File: config.mk
export PLATFORM = sky130hd
export DESIGN_NAME = cobs_axis_decoder
export DESIGN_NICKNAME = d
export VERILOG_FILES = /design/src/rtl/cobs_axis_decoder.sv
export SDC_FILE = /design/constraint.sdc
export NUM_CORES = 1
export LEC_CHECK = 0
export CAP_MARGIN = 25
export CORE_ASPECT_RATIO = 1.5
export CORE_MARGIN = 4
export CORE_UTILIZATION = 58
export DETAILED_ROUTE_END_ITERATION = 8
export PLACE_DENSITY = 0.83
export SETUP_SLACK_MARGIN = 0.1
export SYNTH_ARGS = -nofsm -noshare
export SYNTH_HDL_FRONTEND = slang
export SYNTH_SLANG_ARGS = --single-unit
File: constraint.sdc
create_clock -name clk -period 4 [get_ports clk]
set_clock_uncertainty 0.2 [all_clocks]
set_input_delay 0.8 -clock clk [delete_from_list [all_inputs] [get_ports clk]]
set_output_delay 0.8 -clock clk [all_outputs]
set_load 0.1 [all_outputs]
File: src/rtl/cobs_axis_decoder.sv
// Streaming COBS decoder: 0x00-delimited encoded bytes in, decoded payload out with tlast per frame.
// Build with COBS_DECODER_ERROR_DETECT_EN defined to pulse frame_error on a premature delimiter.
//
// state   | meaning
// ST_CODE | expecting a group code byte or a frame delimiter
// ST_DATA | copying group data bytes, remaining_q of them still to come
module cobs_axis_decoder (
  input  logic       clk,
  input  logic       rst,
  input  logic [7:0] s_axis_tdata,
  input  logic       s_axis_tvalid,
  output logic       s_axis_tready,
  output logic [7:0] m_axis_tdata,
  output logic       m_axis_tvalid,
  input  logic       m_axis_tready,
  output logic       m_axis_tlast,
  output logic       frame_error
);

  typedef enum logic {ST_CODE, ST_DATA} state_t;

  state_t     state_q, state_d;
  logic [7:0] remaining_q, remaining_d;
  logic       prev_code_ff_q, prev_code_ff_d;
  logic       first_group_q, first_group_d;
  logic [7:0] h_data_q, h_data_d;
  logic       h_valid_q, h_valid_d;
  logic [7:0] o_data_q, o_data_d;
  logic       o_last_q, o_last_d;
  logic       o_valid_q, o_valid_d;
  logic       frame_error_q, frame_error_d;
  logic       accept, produce, end_frame;
  logic [7:0] produce_data;

  assign s_axis_tready = !o_valid_q || m_axis_tready;
  assign accept        = s_axis_tvalid && s_axis_tready;

  assign m_axis_tdata  = o_data_q;
  assign m_axis_tvalid = o_valid_q;
  assign m_axis_tlast  = o_last_q;
  assign frame_error   = frame_error_q;

  always_comb begin
    state_d        = state_q;
    remaining_d    = remaining_q;
    prev_code_ff_d = prev_code_ff_q;
    first_group_d  = first_group_q;
    h_data_d       = h_data_q;
    h_valid_d      = h_valid_q;
    o_data_d       = o_data_q;
    o_last_d       = o_last_q;
    o_valid_d      = o_valid_q;
    frame_error_d  = 1'b0;
    produce        = 1'b0;
    produce_data   = 8'h00;
    end_frame      = 1'b0;

    if (o_valid_q && m_axis_tready) o_valid_d = 1'b0;

    if (accept) begin
      if (state_q == ST_CODE) begin
        if (s_axis_tdata == 8'h00) begin
          end_frame = 1'b1;
        end else begin
          // Each code after the first stands for a zero, unless the previous group was a full 0xFF run
          if (!first_group_q && !prev_code_ff_q) produce = 1'b1;
          remaining_d    = s_axis_tdata - 8'd1;
          prev_code_ff_d = (s_axis_tdata == 8'hFF);
          first_group_d  = 1'b0;
          if (s_axis_tdata > 8'h01) state_d = ST_DATA;
        end
      end else begin
        if (s_axis_tdata == 8'h00) begin
          end_frame = 1'b1;
          state_d   = ST_CODE;
`ifdef COBS_DECODER_ERROR_DETECT_EN
          frame_error_d = 1'b1;
`endif
        end else begin
          produce      = 1'b1;
          produce_data = s_axis_tdata;
          remaining_d  = remaining_q - 8'd1;
          if (remaining_q == 8'd1) state_d = ST_CODE;
        end
      end
    end

    // H holds the newest decoded byte until we learn whether it ends the frame
    if (end_frame) begin
      first_group_d = 1'b1;
      if (h_valid_q) begin
        o_data_d  = h_data_q;
        o_last_d  = 1'b1;
        o_valid_d = 1'b1;
        h_valid_d = 1'b0;
      end
    end

    if (produce) begin
      if (h_valid_q) begin
        o_data_d  = h_data_q;
        o_last_d  = 1'b0;
        o_valid_d = 1'b1;
      end
      h_data_d  = produce_data;
      h_valid_d = 1'b1;
    end
  end

  always_ff @(posedge clk or posedge rst) begin
    if (rst) begin
      state_q        <= ST_CODE;
      remaining_q    <= 8'h00;
      prev_code_ff_q <= 1'b0;
      first_group_q  <= 1'b1;
      h_data_q       <= 8'h00;
      h_valid_q      <= 1'b0;
      o_data_q       <= 8'h00;
      o_last_q       <= 1'b0;
      o_valid_q      <= 1'b0;
      frame_error_q  <= 1'b0;
    end else begin
      state_q        <= state_d;
      remaining_q    <= remaining_d;
      prev_code_ff_q <= prev_code_ff_d;
      first_group_q  <= first_group_d;
      h_data_q       <= h_data_d;
      h_valid_q      <= h_valid_d;
      o_data_q       <= o_data_d;
      o_last_q       <= o_last_d;
      o_valid_q      <= o_valid_d;
      frame_error_q  <= frame_error_d;
    end
  end

endmodule

Word level (Yosys, flattened, before mapping):

Index checks and enable logic that the tools add are counted.
Widths: inputs -> output; s select.

* word-level logic and storage cells: 68
* input port bits: 12
* register bits: 30
* output and inout bits: 12

* reductions and logical operators: 13
* equality and inequality tests: 4
* $add $sub $neg: 2
* magnitude comparators: 1
* bitwise logic cells: 2
* mux-type cells: 37

Operators by type and width (count)
* $mux 8: 10
* $mux 1: 27
* $sub 8x1->8 const B: 2
* $eq 8x1->1 const B: 1
* $eq 8x8->1 const B: 1
* $gt 8x1->1 const B: 1
* $logic_not 8->1: 1
* $reduce_and 3->1: 2
* $reduce_bool 2->1: 2
* $logic_and 1x1->1: 3
* $logic_not 1->1: 3
* $ne 2x1->1 const B: 1
* $ne 2x2->1 const B: 1
* $not 1->1: 2
* $reduce_and 2->1: 1
* $logic_or 1x1->1: 1

Longest topological paths before layout:

* word-level depth: 7
* depth in mapped cells: 7
* gate-level depth less buffers: 6

Worst setup path before layout:

Ideal clock, no wire load.

* path kind: register to register
* start: register o_valid_q (netlist: m_axis_tvalid)
* end: register (tool-made name)
* required time: 3.674 ns
* path buffers: 0
* cell stages (with the launch flop): 5
* path slack: 1.030 ns
* arrival: 2.644 ns
* period minus slack after synthesis: 2.970 ns
* setup time: 0.126 ns
* cell sequence: dfrtp_1 nand2b_1 nand3_1 a21oi_4 mux2_4

RTL lines
* start, declared: RTL line 30 `logic o_valid_q, o_valid_d;`
* start signal, assigned: RTL line 131 `o_valid_q <= o_valid_d;`

Worst setup path after layout:

* start: input port s_axis_tdata[0]
* end: register h_data_q[3]

* word-level cells in the longest chain between the ends: 4
* elaborated cells between the ends (all ways): 8
* those cells by class: 7 x mux; 1 x reduce/logical

RTL lines
* start, declared: RTL line 10 `input logic [7:0] s_axis_tdata,`
* $logic_not 8->1 (*): RTL line 62, 73
* $mux 8, or another cell as far along: RTL line 73 `if (s_axis_tdata == 8'h00) begin`
* $mux 8 / $mux 1 (equally long branches): RTL line 61 `if (state_q == ST_CODE) begin`
* $mux 8 / $mux 1 (equally long branches): RTL line 60 `if (accept) begin`
* end signal, assigned: RTL line 127 `h_data_q <= h_data_d;`
* end, declared: RTL line 26 `logic [7:0] h_data_q, h_data_d;`

Mark *: on every way between the ends. The rest lies on a longest branch, timed or not.
A chain may end at the register's enable or synchronous reset.

==> run_results.csv <==
group,metric,value,unit
outcome,status,"finished clean",
timing,finalCriticalPeriod,3080,ps
setup_path,cp.required,3970,ps
place,globalplace.congestion,0.847,
synthesis,yosys_register_bits,30,
min_path,hp-class,"reg2reg",
pwr,power_frac_clock,17.4,%
layout,final_common_cell,"dfrtp_1",
timing,period_share,77.0,%
run,drv_cap,0,
pwr,combPwrFrac,47.8,%
pwr,peakVddDrop,446,uV
clock_tree,cts_buffers,5,
route,ant_nets,0,
route,avgViaCountPerCell,5.90,
pwr,power.total,1.43,mW
synthesis,ys.flop_type,"dfrtp_1",
layout,fin_util,73.5,%
grt,antenna_found_initial,0,
route,wl_per_cell,16.3,um
die,coreArea,2710,um^2
die,fp.dieH,73.4,um
die,start_util,61.2,%
place,placed_area,1900,um^2
route,drt_iter0_markers,51,
layout,final_area,1990,um^2
setup_path,critPathKind,"in2reg",
route,dr.pass1.iters,4,
place,dp_hpwl,2660,um
layout,diodes,0,
grt,grt_usage,22.1,%
die,die-area,3790,um^2
synthesis,synth-xor-area-share,1.59,%
synthesis,yosys_warnings,0,
synthesis,synth_simple_gate_area_share,16.2,%
clock_tree,cts-hold-fix-buffers,0,
timing,tns,0,ps
timing,clock.fmax,325,MHz
clock_tree,clk_pin_slew,60,ps
die,die_w,51.6,um
timing,finalSetupViolCount,0,
synthesis,synth_mux_area_share,7.94,%
layout,final_cell_mix,"dfrtp_1 (29), clkdlybuf4s50_1 (21), inv_1 (15)",
grt,overflow,0,
die,ios,24,
timing,fin_ws,920,ps
layout,num-nets-final,194,
synthesis,postSynth.asyncResetShare,100,%
grt,grt_pass1_vias,1328,
clock_tree,postCtsSetupRepairBufs,0,
route,routed_wl,3490,um
route,drc,0,
clock_tree,cts_tree,"built",
place,portBuffers,22,
synthesis,synth.distinct_cells,48,
clock_tree,clk_path_buf_depth,2,
clock_tree,htreeDepth,2,
pwr,switchingPower,0.644,mW
grt,grt_pass1_wl,6130,um
synthesis,synth_top_family_by_area,"compound AO/OA/AOI/OAI gates",
timing,final_max_slew_viol_count,0,
pwr,powerDensity,721,nW/um^2
timing,rsz0062_at_grt,"no",
setup_path,cp_max_fo,23,
grt,grt_max_degree,24,
synthesis,syn-instance-count,154,
synthesis,syn_area,1660,um^2
place,placed_cells,207,
synthesis,seq_area_frac_synth,45.4,%
clock_tree,root_buffer,"clkbuf_8",
setup_path,start_kind,"primary input",
pwr,p_int,0.789,mW
layout,layout-drive-gt1-share,16.9,%
clock_tree,cts.sinks,30,
timing,worstMarginPinSlew,981,ps
route,vias,1269,
synthesis,synthAdderAreaFrac,3.78,%
synthesis,synth_edf_count,0,
place,pre_cts_ws,616,ps
synthesis,syn_nets,171,
clock_tree,cts_resized,0,
layout,syn_to_final_growth,20.2,%
setup_path,critPathArrivalTime,3050,ps
layout,final_cells,215,
die,fp-row-count,23,
pwr,leakage,0.874,nW
synthesis,syn_avg_cell_area,10.7,um^2
pwr,seqPwrFrac,34.8,%
timing,slew_headroom,34.4,%
setup_path,cp-end-kind,"flop",
pwr,swShare,44.9,%
timing,final_hold_viol_count,0,
clock_tree,clk_latency,280,ps
timing,hold-worst-slack,272,ps
synthesis,synth-compound-area-share,18.5,%
==> cells by family after synthesis <==
kind of cell / after synthesis
buf+inv: 22
simple gates: 44
mux: 9
flops: 30
xor+xnor: 3
compound gates: 40
other cells: 1
fa+ha+maj: 5
==> cells in the mapped netlist, types with 2 or more instances <==
| cell | count | area, um^2 |
|---|---|---|
| a21o_1 | 3 | 22.5 |
| a21oi_1 | 2 | 10.0 |
| a221oi_1 | 2 | 17.5 |
| a222oi_1 | 3 | 30.0 |
| a22o_1 | 5 | 43.8 |
| a32o_1 | 2 | 20.0 |
| buf_2 | 3 | 15.0 |
| buf_6 | 2 | 22.5 |
| dfrtp_1 | 29 | 726 |
| ha_1 | 5 | 62.6 |
| inv_1 | 15 | 56.3 |
| mux2_4 | 8 | 120 |
| nand2_1 | 6 | 22.5 |
| nand2b_1 | 3 | 18.8 |
| nand3_1 | 5 | 25.0 |
| nor2_1 | 9 | 33.8 |
| nor3_1 | 5 | 25.0 |
| nor4_1 | 2 | 12.5 |
| nor4b_1 | 3 | 26.3 |
| o21ai_0 | 6 | 30.0 |
| o21ai_1 | 5 | 25.0 |
| or2_2 | 3 | 18.8 |
| xnor2_1 | 3 | 26.3 |
==> worst max-delay path, stage by stage <==
cell             delay (ps)
clkdlybuf4s50_1         610
inv_1                    70
ha_1                    230
nor3b_4                 180
a221o_2                 510
or2_1                   370
a22o_1                  270
==> power groups by stage <==
stage                     Combinational, mW  Sequential [mW]  Clock [mW]
after CTS                             0.689            0.498       0.257
after global placement                0.666            0.495           0
final                                 0.686            0.498       0.249
after detailed placement              0.685            0.503           0
after global routing                  0.733            0.514       0.274
after floorplan                       0.306            0.719           0
==> final timing paths <==
path                                       startpoint                    endpoint  slack, ps  depth (start not counted)
max                                   s_axis_tdata[0]     h_data_q[3]$_DFFE_PP0P_        920                          7
min                         first_group_q$_DFFE_PP1P_   first_group_q$_DFFE_PP1P_        270                          2
max reg2reg                remaining_q[0]$_DFFE_PP0P_  remaining_q[4]$_DFFE_PP0P_       2100                          6
min reg2reg                 first_group_q$_DFFE_PP1P_   first_group_q$_DFFE_PP1P_        270                          2
max in group asynchronous                         rst  remaining_q[7]$_DFFE_PP0P_       2470                          3
min in group asynchronous                         rst  remaining_q[0]$_DFFE_PP0P_        650                          2
==> routing by layer <==
layer	up-vias	routed length [um]	GRT usage [%]
met4	0	38	9.62
met2	31	1910	39.4
met3	4	155	6.09
met5	-	0	0
met1	633	1390	24.0
li1	601	-	-
==> area by class of cell <==
| cell class | instances | area [um^2] |
|---|---|---|
| inverters | 15 | 56.3 |
| clock buffers | 7 | 86.3 |
| well taps | 37 | 46.3 |
| repair buffers | 23 | 245 |
| clock inverters | 1 | 5.00 |
| multi-input cells | 102 | 798 |
| flip-flops and latches | 30 | 752 |
| fillers | 198 | 716 |
(Power assumes the default switching activity.)
==> patch: new RTL, same settings <==
Take the reset off `o_data_q` and load it in a clocked block of its own.
--- a/src/rtl/cobs_axis_decoder.sv
+++ b/src/rtl/cobs_axis_decoder.sv
@@ -115,7 +115,6 @@
       first_group_q  <= 1'b1;
       h_data_q       <= 8'h00;
       h_valid_q      <= 1'b0;
-      o_data_q       <= 8'h00;
       o_last_q       <= 1'b0;
       o_valid_q      <= 1'b0;
       frame_error_q  <= 1'b0;
@@ -126,12 +125,15 @@
       first_group_q  <= first_group_d;
       h_data_q       <= h_data_d;
       h_valid_q      <= h_valid_d;
-      o_data_q       <= o_data_d;
       o_last_q       <= o_last_d;
       o_valid_q      <= o_valid_d;
       frame_error_q  <= frame_error_d;
     end
   end
 
+  always_ff @(posedge clk) begin
+    o_data_q <= o_data_d;
+  end
+
 endmodule
 
Function: differs if rst is asserted again (counterexample within 4 cycles, from zero or initial values and one cycle with rst high); with rst held inactive, the same outputs for 10 cycles.
==> patch against the unedited design <==
- wire length up 13%
- sequential power fell by 5.6%
- worst setup slack gained 0.058 ns
- total power decreased by 21%
- clock power down 2%
- sequential share of layout area grew 2.0 points
- sequential cell count is the same
- synthesized area is 2.6% higher
- design area barely moved
- critical path type unchanged
- largest power group is now sequential cells
==> patch: results (changes against the unedited design) <==
fill cell count=216 (+9.1%); main area contributors after synthesis=dfrtp_1, edfxtp_1, mux2i_1; area fraction in compound gates after synthesis=19.2% (+0.64 points); Crit path max-delay family=buffers and inverters; post-synthesis xor/xnor area fraction=2.06% (+0.48 points); max incr delay on CP=0.55 ns (-0.06 ns); library cells used by synthesis=51 (+6.3%); Routed Wire Length=3940 um (+13%); vias=1,361 (+7.2%); Seq/Total Area, Yosys=46.6% (+1.2 points); cts bufs inserted=5 (unchanged); reg2reg setup slack=1.70 ns (-0.40 ns); DP Wirelength=3030 um (+14%); max_slew headroom=34.6% (+0.21 points); worst reg-to-reg path cell count=3 (-3); GP Congestion=0.831 (-1.9%); worst path arrival time=2.80 ns (-0.25 ns); outcome=complete, no violations; asr flop ratio synth=73.3% (-27 points); top post-synthesis cells by count=dfrtp_1, nor2_1, nand2_1; Resized Gates After CTS=0 (unchanged); DRT iter0 DRCs=48 (-5.9%); largest net degree at the start of global routing=23 (-4.2%); vias in the first global route=1,409 (+6.1%); worst reg2reg path startpoint=state_q$_DFFE_PP0P_; nets=201 (+3.6%); Crit Path Max Fanout=9 (-61%); dpl cell area=0.00190 sq mm (+0.13%); syn_nets=183 (+7.0%); number of enable flip-flop cells after synthesis=8 (+8); first-pass GRT wire length=6490 um (+5.7%); Net Sw Frac=38.4% (-6.5 points); Max IR drop VDD=0.000436 V (-2.3%); Total Routing Usage GR=23.5% (+1.3 points)
[patch: cell types whose count changed in the layout (fill, tap and decap cells not counted), moves of 7 or more]
cell	delta
mux2_4	-8
nor2_1	+9
mux2i_1	+9
inv_1	-7
edfxtp_1	+8
dfrtp_1	-8
[patch: cell families (layout without fill, tap and decap cells)]
family                     Yosys count  after routing
buffers and inverters               19             38
DFF                                 30             30
other                                1              1
xor gates and xnor gates             4              4
muxes                                9              9
adders and majority gates            5              5
and+or+nand+nor                     57             57
AOI/OAI and AO/OA                   41             41
[patch: worst max path at each step]
stage | startpoint | endpoint | slack, ns | cells past startpoint
floorplan | m_axis_tvalid$_DFF_PP0_ | register | 0.86 | 5
global placement | s_axis_tdata[0] | register | 0.77 | 7
detailed placement | s_axis_tdata[0] | remaining_q[6]$_DFFE_PP0P_ | 0.68 | 7
CTS | s_axis_tdata[0] | remaining_q[6]$_DFFE_PP0P_ | 0.97 | 7
global route | s_axis_tdata[0] | remaining_q[6]$_DFFE_PP0P_ | 0.82 | 7
finish | s_axis_tdata[0] | register | 0.98 | 7
[patch: area by class of cell]
cell class              count  area [sq um]  share of cell area (%)
multi-input cells         117           815                    40.9
flip-flops and latches     30           792                    39.8
well taps                  37          46.3                    2.33
repair buffers             22           218                    10.9
inverters                   8          30.0                    1.51
clock buffers               8          90.1                    4.53
[patch: tightest hold or removal path, stage by stage (launching register included)]
cell and delay (ns):
dfstp_2 0.37, inv_1 0.04, o22ai_1 0.06
[patch: metrics by stage]
step / total power, mW / hold slack, ns / instances / worst slack, ns
floorplan: 0.788 / 0.245 / 166 / 0.864
global placement: 0.865 / 0.257 / 214 / 0.773
detailed placement: 0.890 / 0.267 / 214 / 0.678
CTS: 1.14 / 0.278 / 222 / 0.968
global route: 1.21 / 0.300 / 222 / 0.822
finish: 1.13 / 0.275 / 222 / 0.978
[patch: power by group through the flow]
stage          sequential, mW  combinational (mW)  clock, mW
2_1_floorplan           0.520               0.268          0
3_3_place_gp            0.469               0.396          0
3_5_place_dp            0.474               0.416          0
4_1_cts                 0.470               0.422      0.249
5_1_grt                 0.485               0.458      0.267
6_report                0.470               0.419      0.245
[patch: metal layers]
layer  vias up  routed length (um)  global-route usage [%]
li1        642                   -                       -
met1       664                1500                    23.9
met2        40                2140                    41.8
met3        15                 140                    5.81
met4         0                 159                    15.1
met5         -                   0                       0
